### src/rtl/enc_pkg.sv
// Shared types, read-kind constants and the velocity clamp used by the encoder sampler.
// The clamp works on a 64-bit sign-extended delta, so the caller's widths are not baked in.
package enc_pkg;

    typedef enum logic [1:0] {
        IDLE = 2'd0,
        SCAN = 2'd1,
        DONE = 2'd2
    } enc_state_t;

    localparam logic RD_POS = 1'b0;
    localparam logic RD_VEL = 1'b1;

    // Clamp d into the signed range of a vel_w-bit number.
    function automatic logic signed [63:0] sat_signed(input logic signed [63:0] d,
                                                      input int vel_w);
        logic signed [63:0] max_v;
        logic signed [63:0] min_v;
        max_v = (64'sd1 <<< (vel_w - 1)) - 64'sd1;
        min_v = -max_v - 64'sd1;
        if (d > max_v)
            return max_v;
        else if (d < min_v)
            return min_v;
        else
            return d;
    endfunction

endpackage

### src/rtl/enc_period_timer.sv
// Free-running sample period counter; emits a registered one-cycle wrap pulse.
// Dropping enable parks the count at zero so the next period starts fresh.
module enc_period_timer #(
    parameter int PERIOD = 50000
) (
    input  logic clk,
    input  logic rst_n,
    input  logic enable,
    output logic wrap
);

    localparam int CW = (PERIOD > 1) ? $clog2(PERIOD) : 1;

    logic [CW-1:0] count;

    always_ff @(posedge clk or negedge rst_n) begin
        if (!rst_n) begin
            count <= '0;
            wrap  <= 1'b0;
        end else begin
            wrap <= 1'b0;
            if (!enable) begin
                count <= '0;
            end else if (count == CW'(PERIOD - 1)) begin
                count <= '0;
                wrap  <= 1'b1;
            end else begin
                count <= count + 1'b1;
            end
        end
    end

endmodule

### src/rtl/encoder_sample_scheduler.sv
// Periodic position/velocity sampler for NUM_ENC encoder counters with a single
// req/ack host read port that is held off while a scan is updating the banks.
module encoder_sample_scheduler
    import enc_pkg::*;
#(
    parameter int NUM_ENC = 2,
    parameter int CNT_W   = 32,
    parameter int VEL_W   = 16,
    parameter int PERIOD  = 50000
) (
    input  logic                     clk,
    input  logic                     rst_n,
    input  logic [NUM_ENC*CNT_W-1:0] enc_count,
    input  logic                     sample_en,
    input  logic                     rd_req,
    input  logic [2:0]               rd_sel,
    input  logic                     rd_kind,
    output logic                     rd_ack,
    output logic [31:0]              rd_data,
    output logic                     sample_tick,
    output logic [NUM_ENC-1:0]       vel_sat
);

    localparam int IDX_W = (NUM_ENC > 1) ? $clog2(NUM_ENC) : 1;

    logic             wrap;
    enc_state_t       state;
    logic [IDX_W-1:0] idx;
    logic             served;

    logic [CNT_W-1:0] pos_bank  [NUM_ENC];
    logic [CNT_W-1:0] prev_bank [NUM_ENC];
    logic [VEL_W-1:0] vel_bank  [NUM_ENC];
    logic [NUM_ENC-1:0] primed;

    logic [31:0] pos_ext [NUM_ENC];
    logic [31:0] vel_ext [NUM_ENC];

    logic [CNT_W-1:0]   cur_cnt;
    logic [CNT_W-1:0]   delta;
    logic signed [63:0] delta_ext;
    logic signed [63:0] delta_sat;
    logic               clamp;
    logic               read_ok;
    logic [31:0]        rd_value;
    logic [NUM_ENC-1:0] vel_set;
    logic [NUM_ENC-1:0] vel_clr;

    enc_period_timer #(
        .PERIOD(PERIOD)
    ) u_timer (
        .clk    (clk),
        .rst_n  (rst_n),
        .enable (sample_en),
        .wrap   (wrap)
    );

    // Sign-extend (or truncate) each bank entry onto the 32-bit read bus.
    generate
        for (genvar gi = 0; gi < NUM_ENC; gi++) begin : g_ext
            assign pos_ext[gi] = 32'(signed'(pos_bank[gi]));
            assign vel_ext[gi] = 32'(signed'(vel_bank[gi]));
        end
    endgenerate

    // Modulo subtraction gives the right small delta across a counter wrap.
    always_comb begin
        cur_cnt   = enc_count[idx*CNT_W +: CNT_W];
        delta     = cur_cnt - prev_bank[idx];
        delta_ext = 64'(signed'(delta));
        delta_sat = sat_signed(delta_ext, VEL_W);
        clamp     = (delta_sat != delta_ext);
    end

    always_comb begin
        read_ok  = rd_req && !served && (state == IDLE || state == DONE);
        rd_value = '0;
        vel_set  = '0;
        vel_clr  = '0;
        for (int i = 0; i < NUM_ENC; i++) begin
            if (rd_sel == 3'(i))
                rd_value = (rd_kind == RD_VEL) ? vel_ext[i] : pos_ext[i];
            vel_clr[i] = read_ok && (rd_kind == RD_VEL) && (rd_sel == 3'(i));
            vel_set[i] = (state == SCAN) && (idx == IDX_W'(i)) && primed[i] && clamp;
        end
    end

    always_ff @(posedge clk or negedge rst_n) begin
        if (!rst_n) begin
            state       <= IDLE;
            idx         <= '0;
            served      <= 1'b0;
            rd_ack      <= 1'b0;
            rd_data     <= '0;
            sample_tick <= 1'b0;
            vel_sat     <= '0;
            primed      <= '0;
            for (int i = 0; i < NUM_ENC; i++) begin
                pos_bank[i]  <= '0;
                prev_bank[i] <= '0;
                vel_bank[i]  <= '0;
            end
        end else begin
            sample_tick <= 1'b0;
            rd_ack      <= 1'b0;
            // Set has priority over a same-cycle clear.
            vel_sat     <= (vel_sat & ~vel_clr) | vel_set;

            if (!rd_req) begin
                served <= 1'b0;
            end else if (read_ok) begin
                served  <= 1'b1;
                rd_ack  <= 1'b1;
                rd_data <= rd_value;
            end

            case (state)
                IDLE: begin
                    if (wrap) begin
                        state <= SCAN;
                        idx   <= '0;
                    end
                end
                SCAN: begin
                    pos_bank[idx]  <= cur_cnt;
                    prev_bank[idx] <= cur_cnt;
                    if (!primed[idx]) begin
                        vel_bank[idx] <= '0;
                        primed[idx]   <= 1'b1;
                    end else begin
                        vel_bank[idx] <= delta_sat[VEL_W-1:0];
                    end
                    if (idx == IDX_W'(NUM_ENC - 1)) begin
                        state       <= DONE;
                        sample_tick <= 1'b1;
                    end else begin
                        idx <= idx + 1'b1;
                    end
                end
                DONE:    state <= IDLE;
                default: state <= IDLE;
            endcase
        end
    end

endmodule

### config.mk
export PLATFORM = sky130hd
export DESIGN_NAME = encoder_sample_scheduler
export DESIGN_NICKNAME = d
export VERILOG_FILES = /design/src/rtl/enc_pkg.sv /design/src/rtl/enc_period_timer.sv /design/src/rtl/encoder_sample_scheduler.sv
export SDC_FILE = /design/constraint.sdc
export NUM_CORES = 1
export LEC_CHECK = 0
export BUFFER_PORTS_ARGS = -buffer_cell sky130_fd_sc_hd__buf_2
export CORE_AREA = 3 3 137 139
export DETAILED_ROUTE_END_ITERATION = 16
export DIE_AREA = 0 0 140 142
export PLACE_DENSITY = 0.78
export SETUP_SLACK_MARGIN = 0.4
export SLEW_MARGIN = 20
export SYNTH_ARGS = -nofsm -noshare
export SYNTH_HDL_FRONTEND = slang
export SYNTH_SLANG_ARGS = --single-unit
### constraint.sdc
create_clock -name clk -period 11.9 [get_ports clk]
set_input_delay 1.785 -clock clk [delete_from_list [all_inputs] [get_ports clk]]
set_output_delay 1.785 -clock clk [all_outputs]
set_load 0.02 [all_outputs]
Yosys cells after proc, flatten, opt, wreduce, memory -nomap -nowiden
Index checks and enable logic that the tools add are counted.

cells by class
  multiply operators = 0
  shift-type cells = 1
  $add $sub $neg = 3
  divide/modulo/power cells = 0
  reductions and logical operators = 22
  equal/unequal tests = 8
  bitwise operators = 9
  muxes and demuxes = 37
  $lt $le $gt $ge = 6

operator list
  cell                                                    count
  two-way mux 32 bit                                      9
  bitwise mux 64 bit                                      2
  two-way mux 64 bit                                      2
  inequality test 64 x 32 -> 1 bit                        1
  variable part select 64 x 7 -> 32 bit                   1
  two-way mux 16 bit                                      3
  AND 32 bit                                              1
  bitwise mux 32 bit                                      1
  demux 32 bit (select 1 bit)                             1
  > comparator 32 x 16 -> 1 bit (second input constant)   1
  < comparator 32 x 16 -> 1 bit (second input constant)   1
  NOT 32 bit                                              1
  subtractor 32 bit                                       1
  adder 16 x 1 -> 16 bit (second input constant)          1
  demux 16 bit (select 1 bit)                             1
  == test 16 bit (second input constant)                  1
  logical AND 1 bit                                       13
  two-way mux 1 bit                                       13
  AND reduction 2 bit                                     4
  two-way mux 2 bit                                       2
  inequality test 2 x 1 -> 1 bit (second input constant)  2
  bitwise OR 2 bit                                        2
  case mux 2 bit (2 select lines)                         1
  == test 3 x 1 -> 1 bit (second input constant)          1
  other kinds (19)                                        20

storage, ports and cells
  memory bits (writable) = 0
  register bits after elaboration = 219
  word-level logic and storage cells = 102
  memories = 0
  latch bits = 0
  bits of input ports = 72
  bits in read-only memories = 0
  output and inout port bits = 36

Logic depth before layout (Yosys ltp)
  word-level depth = 11
  mapped depth = 22
  mapped depth without buffers = 18

Modules after synthesis
A second synthesis with hierarchy kept.

unflattened totals
  cells, all modules = 1127
  area, all modules = 9848.2 um^2

by module, submodules not included
  module                    area each (um^2)  cells each  times used
  encoder_sample_scheduler  8981.1            1046        1
  enc_period_timer          867.1             81          1

Worst setup path before layout
No wires, ideal clock.

  path kind = input-to-reg
  start = in enc_count[35]
  end = reg vel_sat[0]
  setup slack = 6.455 ns
  required time = 11.817 ns
  stages on the path = 17
  arrival time = 5.362 ns
  buffers on the path = 1
  cell sequence = mux2_2 -> ha_1 -> o211ai_1 -> a21o_1 -> a31o_2 -> o31ai_2 -> xor2_1 -> nand4_1 -> nand4b_1 -> nor4b_1 -> nand4_1 -> ha_1 -> buf_1 -> inv_1 -> a41oi_1 -> nor3_1 -> o21ai_0

on the way
  word-level cells in the longest chain between the ends = 8
  elaborated cells between the ends (all ways) = 9
  those cells by class = add/sub: 1; order compare: 2; eq/ne: 1; shift: 1; mux: 2; bitwise: 1; reduce/logical: 1

ends and longest elaborated chain
  what                                     line                             text
  from (decl)                              encoder_sample_scheduler.sv:13   input logic [NUM_ENC*CNT_W-1:0] enc_count,
  variable part select 64 x 7 -> 32 bit *  encoder_sample_scheduler.sv:68   cur_cnt = enc_count[idx*CNT_W +: CNT_W];
  subtractor 32 bit *                      encoder_sample_scheduler.sv:69   delta = cur_cnt - prev_bank[idx];
  < comparator 32 x 16 -> 1 bit            enc_pkg.sv:23                    else if (d < min_v)
  two-way mux 64 bit                       enc_pkg.sv:23
  two-way mux 64 bit                       enc_pkg.sv:21                    if (d > max_v)
  inequality test 64 x 32 -> 1 bit *       encoder_sample_scheduler.sv:72   clamp = (delta_sat != delta_ext);
  logical AND 1 bit *                      encoder_sample_scheduler.sv:84   vel_set[i] = (state == SCAN) && (idx == IDX_W'(i)) && primed[i] && clamp;
  bitwise OR 2 bit *                       encoder_sample_scheduler.sv:107  vel_sat <= (vel_sat & ~vel_clr) | vel_set;
  to (signal assigned)                     encoder_sample_scheduler.sv:107
  to (decl)                                encoder_sample_scheduler.sv:21   output logic [NUM_ENC-1:0] vel_sat

Every way passes the cells marked *; elsewhere a longest branch is shown, timed or not.
A chain may end at the register's enable or synchronous reset.

Worst setup path after layout
  start = in enc_count[36]
  end = reg vel_sat[1]

on the way
  word-level cells in the longest chain between the ends = 8
  elaborated cells between the ends (all ways) = 9
  those cells by class = add/sub: 1; order compare: 2; eq/ne: 1; shift: 1; mux: 2; bitwise: 1; reduce/logical: 1

ends and longest elaborated chain
  what                                     line                             text
  variable part select 64 x 7 -> 32 bit *  encoder_sample_scheduler.sv:68
  via cur_cnt[4]                           encoder_sample_scheduler.sv:39   logic [CNT_W-1:0] cur_cnt;
  subtractor 32 bit *                      encoder_sample_scheduler.sv:69
  < comparator 32 x 16 -> 1 bit            enc_pkg.sv:23
  two-way mux 64 bit                       enc_pkg.sv:23
  two-way mux 64 bit                       enc_pkg.sv:21
  inequality test 64 x 32 -> 1 bit *       encoder_sample_scheduler.sv:72
  logical AND 1 bit *                      encoder_sample_scheduler.sv:84
  bitwise OR 2 bit *                       encoder_sample_scheduler.sv:107

The timed path passes the listed nets; every way through them passes the cells marked *.

==> impl_metrics.csv <==
group,metric,value,unit
outcome,status,"finished clean",
pwr,pwr_density_cell,154,nW/um2
grt,grt_usage,26.2,%
synth,synth_nets,1219,
clocking,post_cts.resized_instances,0,
clocking,ctsRootBufferMaster,"clkbuf_16",
worst_hold_path,hold_path.class,"register to register",
critical_path,timing.critical_path.cells,"buf_2, mux2_2, ha_1, o211ai_1, a21o_1, a31o_2, o31ai_2, xor2_1, nand4_1, nand4b_1, nor4b_1, nand4_1, ha_1, inv_1, a41oi_1, nor3_1, o21ai_0",
critical_path,ws_path_type,"input pin to register",
sta,finalMaxSlewViolations,0,
floorplan,num_rows,49,
floorplan,core_area,17800,um2
cells_and_area,synthToLayoutAreaGrowth,12.8,%
critical_path,worst_setup_ep_type,"register",
detailed_routing,route.antenna.remaining_nets,0,
synth,synth.ff_latch_count,155,
clocking,cts_setup_buffers,0,
synth,synth_top_area_cell,"dfrtp_1",
grt,grt-ovfl-total,0,
floorplan,boundaryPins,108,
floorplan,floorplan.die_area,19900,um2
sta,period_share,49.6,%
floorplan,die_x,140,um
pwr,max-vdd-ir-drop,0.113,mV
detailed_routing,first_pass_iters,5,
critical_path,regToRegSetupSlack,6.17,ns
synth,synth.top_cells.by_area,"dfrtp_1 (40%), nand2_1 (9.2%), mux2i_1 (6.9%), a21oi_1 (4.7%), o21ai_0 (4.7%)",
flow_run,maxCapViolCount,0,
synth,synth.yosys.seq_area_share,40.4,%
critical_path,cpMaxStageDelayCell,"o31ai_2",
detailed_routing,detailedRoute.firstIterationViolations,556,
floorplan,dieHeight,142,um
synth,synth_largest_type_area_fraction,40.4,%
detailed_routing,number_of_vias_in_the_routed_layout,8438,
critical_path,worst_path_largest_cell_delay,0.57,ns
sta,timing_hold_violations_final,0,
synth,yosys-top-cells-count,"nand2_1 (235), dfrtp_1 (155), a21oi_1 (90), o21ai_0 (90), nor2_1 (83)",
cells_and_area,fin_nets,1291,
sta,final-setup-viol-count,0,
detailed_routing,drc,0,
sta,timing.fmax,0.170,GHz
clocking,clock_pin_transition_on_the_worst_setup_and_hold_timing_paths,0.06,ns
detailed_routing,routed_via_density,5.91,
synth,post-synth-top-count-cell,"nand2_1",
grt,antenna_found_initial,0,
synth,post_synth_instance_area,9590,um2
clocking,cts_tree,"built",
detailed_routing,postRouteWirelength,25700,um
pwr,p_leak,5.17,nW
floorplan,initial_utilization,53.9,%
cells_and_area,drive_gt1_share,16.5,%
synth,syn-instance-count,1113,
clocking,cts_made_buffers,17,
critical_path,worstPathArrival,6.18,ns
clocking,insertion_delay,0.43,ns
cells_and_area,n_antenna_cell,0,
synth,synth_async_sr_flop_share,100,%
synth,yosysWarningCount,0,
sta,final_period_minus_worst_setup_slack,5.90,ns
clocking,ctsHoldBuffers,0,
synth,ys.flop_type,"dfrtp_1",
grt,first_global_vias,8398,
critical_path,worstSetupStartpointType,"input pin",
sta,timing.slew.headroom,42.5,%
detailed_routing,wire_per_inst,18.0,um
synth,synth_enable_flop_cells,0,
sta,timing.clock.skew,0.00952,ns
sta,rsz0062_at_grt,"no",
place,gp_routability_congestion,0.942,
grt,grt_start_max_net_pins,89,
pwr,design_power_total,1.67,mW
synth,synthDistinctLibCells,64,
clocking,cts_max_level,4,
clocking,cts.sink_count,155,
synth,syn_area_per_cell,8.62,um2
clocking,ctsLongestPathBuffers,2,
grt,grt_first_pass_wirelength,42300,um
sta,setup-tns-final,0,ns
place,place.port_buffers,107,
place,place_hpwl,18000,um
sta,worstMarginPinSlew,0.862,ns
critical_path,crit_path_max_fanout,10,
critical_path,worst-endpoint-required,12.18,ns
[power by group]
part / leakage (nW) / total (mW) / internal [mW] / switching [mW]
Combinational: 3.07 / 0.509 / 0.189 / 0.320
Clock: 0.289 / 0.537 / 0.296 / 0.241
Sequential: 1.82 / 0.619 / 0.581 / 0.0380
[flip-flops by register name, summed over array words and instances (netlist names), 2 cells and up]
name	flops
vel_bank	32
rd_data	32
primed	2
prev_bank	32
pos_bank	32
state	2
vel_sat	2
u_timer.count	16
[cells in the final DEF (no fill, tap or decap), types with 4 or more instances in the layout]
cell	instances
nand2b_1	25
nand2_1	234
o21ai_0	90
mux2i_1	66
inv_6	5
nor3_1	12
a21oi_2	4
nor4_1	4
buf_2	106
o21a_1	21
clkbuf_16	17
nor2_1	82
xnor2_1	29
buf_4	11
o221ai_1	15
xor2_1	16
dfrtp_1	154
clkinv_4	4
a21o_1	6
nand4_1	17
nor4b_1	4
inv_1	33
a21oi_1	90
ha_1	33
nand3_1	14
o211ai_1	5
mux2_2	27
and3_1	5
o21bai_1	4
[cell type report]
cell class / count / area (um2)
Inverter: 33 / 124
Sequential cell: 155 / 3880
Fill cell: 1513 / 6960
Multi-Input combinational cell: 860 / 5320
Clock buffer: 17 / 425
Tap cell: 229 / 287
Timing Repair Buffer: 118 / 624
Clock inverter: 15 / 153
[through the flow]
step	std cells	util, %	cell area, um2	hold WS, ns	worst slack, ns
after CTS	1427	60.8	10800	0.454	6.05
after global routing	1427	60.8	10800	0.490	5.71
final	1427	60.8	10800	0.452	6.00
after floorplan	1113	-	9590	0.425	6.46
after detailed placement	1395	57.6	10200	0.446	5.62
after global placement	1395	57.6	10200	0.442	5.82
[worst max-delay path, delay by kind of cell]
| kind | cells | cell delay (ns) |
|---|---|---|
| AND/OR/NAND/NOR | 5 | 1.18 |
| buffers and inverters | 2 | 0.42 |
| adder cells (fa/ha/maj) | 2 | 0.82 |
| AO/OA/AOI/OAI | 6 | 1.38 |
| multiplexers | 1 | 0.26 |
| XOR/XNOR | 1 | 0.31 |
[worst paths after layout]
| kind | from | endpoint | cells past startpoint |
|---|---|---|---|
| max | enc_count[36] | vel_sat[1]$_DFF_PN0_ | 17 |
| min | u_timer.count[0]$_DFF_PN0_ | u_timer.count[0]$_DFF_PN0_ | 1 |
| max reg2reg | idx$_DFFE_PN0P_ | vel_sat[1]$_DFF_PN0_ | 18 |
| min reg2reg | u_timer.count[0]$_DFF_PN0_ | u_timer.count[0]$_DFF_PN0_ | 1 |
| max in group asynchronous | rst_n | idx$_DFFE_PN0P_ | 2 |
| min in group asynchronous | rst_n | rd_data[28]$_DFFE_PN0P_ | 1 |
[logic make-up after synthesis]
group	after synthesis	share of synthesized area (%)
XOR/XNOR	45	4.11
flip-flops	155	40.4
AND/OR/NAND/NOR	416	19.0
adder cells (fa/ha/maj)	34	4.51
AO/OA/AOI/OAI	272	17.6
multiplexers	93	10.1
buffers and inverters	98	4.23
[routing by layer]
layer / vias up / wire length (um) / global-route usage, %
met2: 321 / 12200 / 42.9
met4: 0 / 527 / 8.82
met5: - / 0 / 0
met3: 48 / 1520 / 5.21
met1: 4061 / 11500 / 35.3
li1: 4008 / - / -
Power figures use the tool's default switching activity.
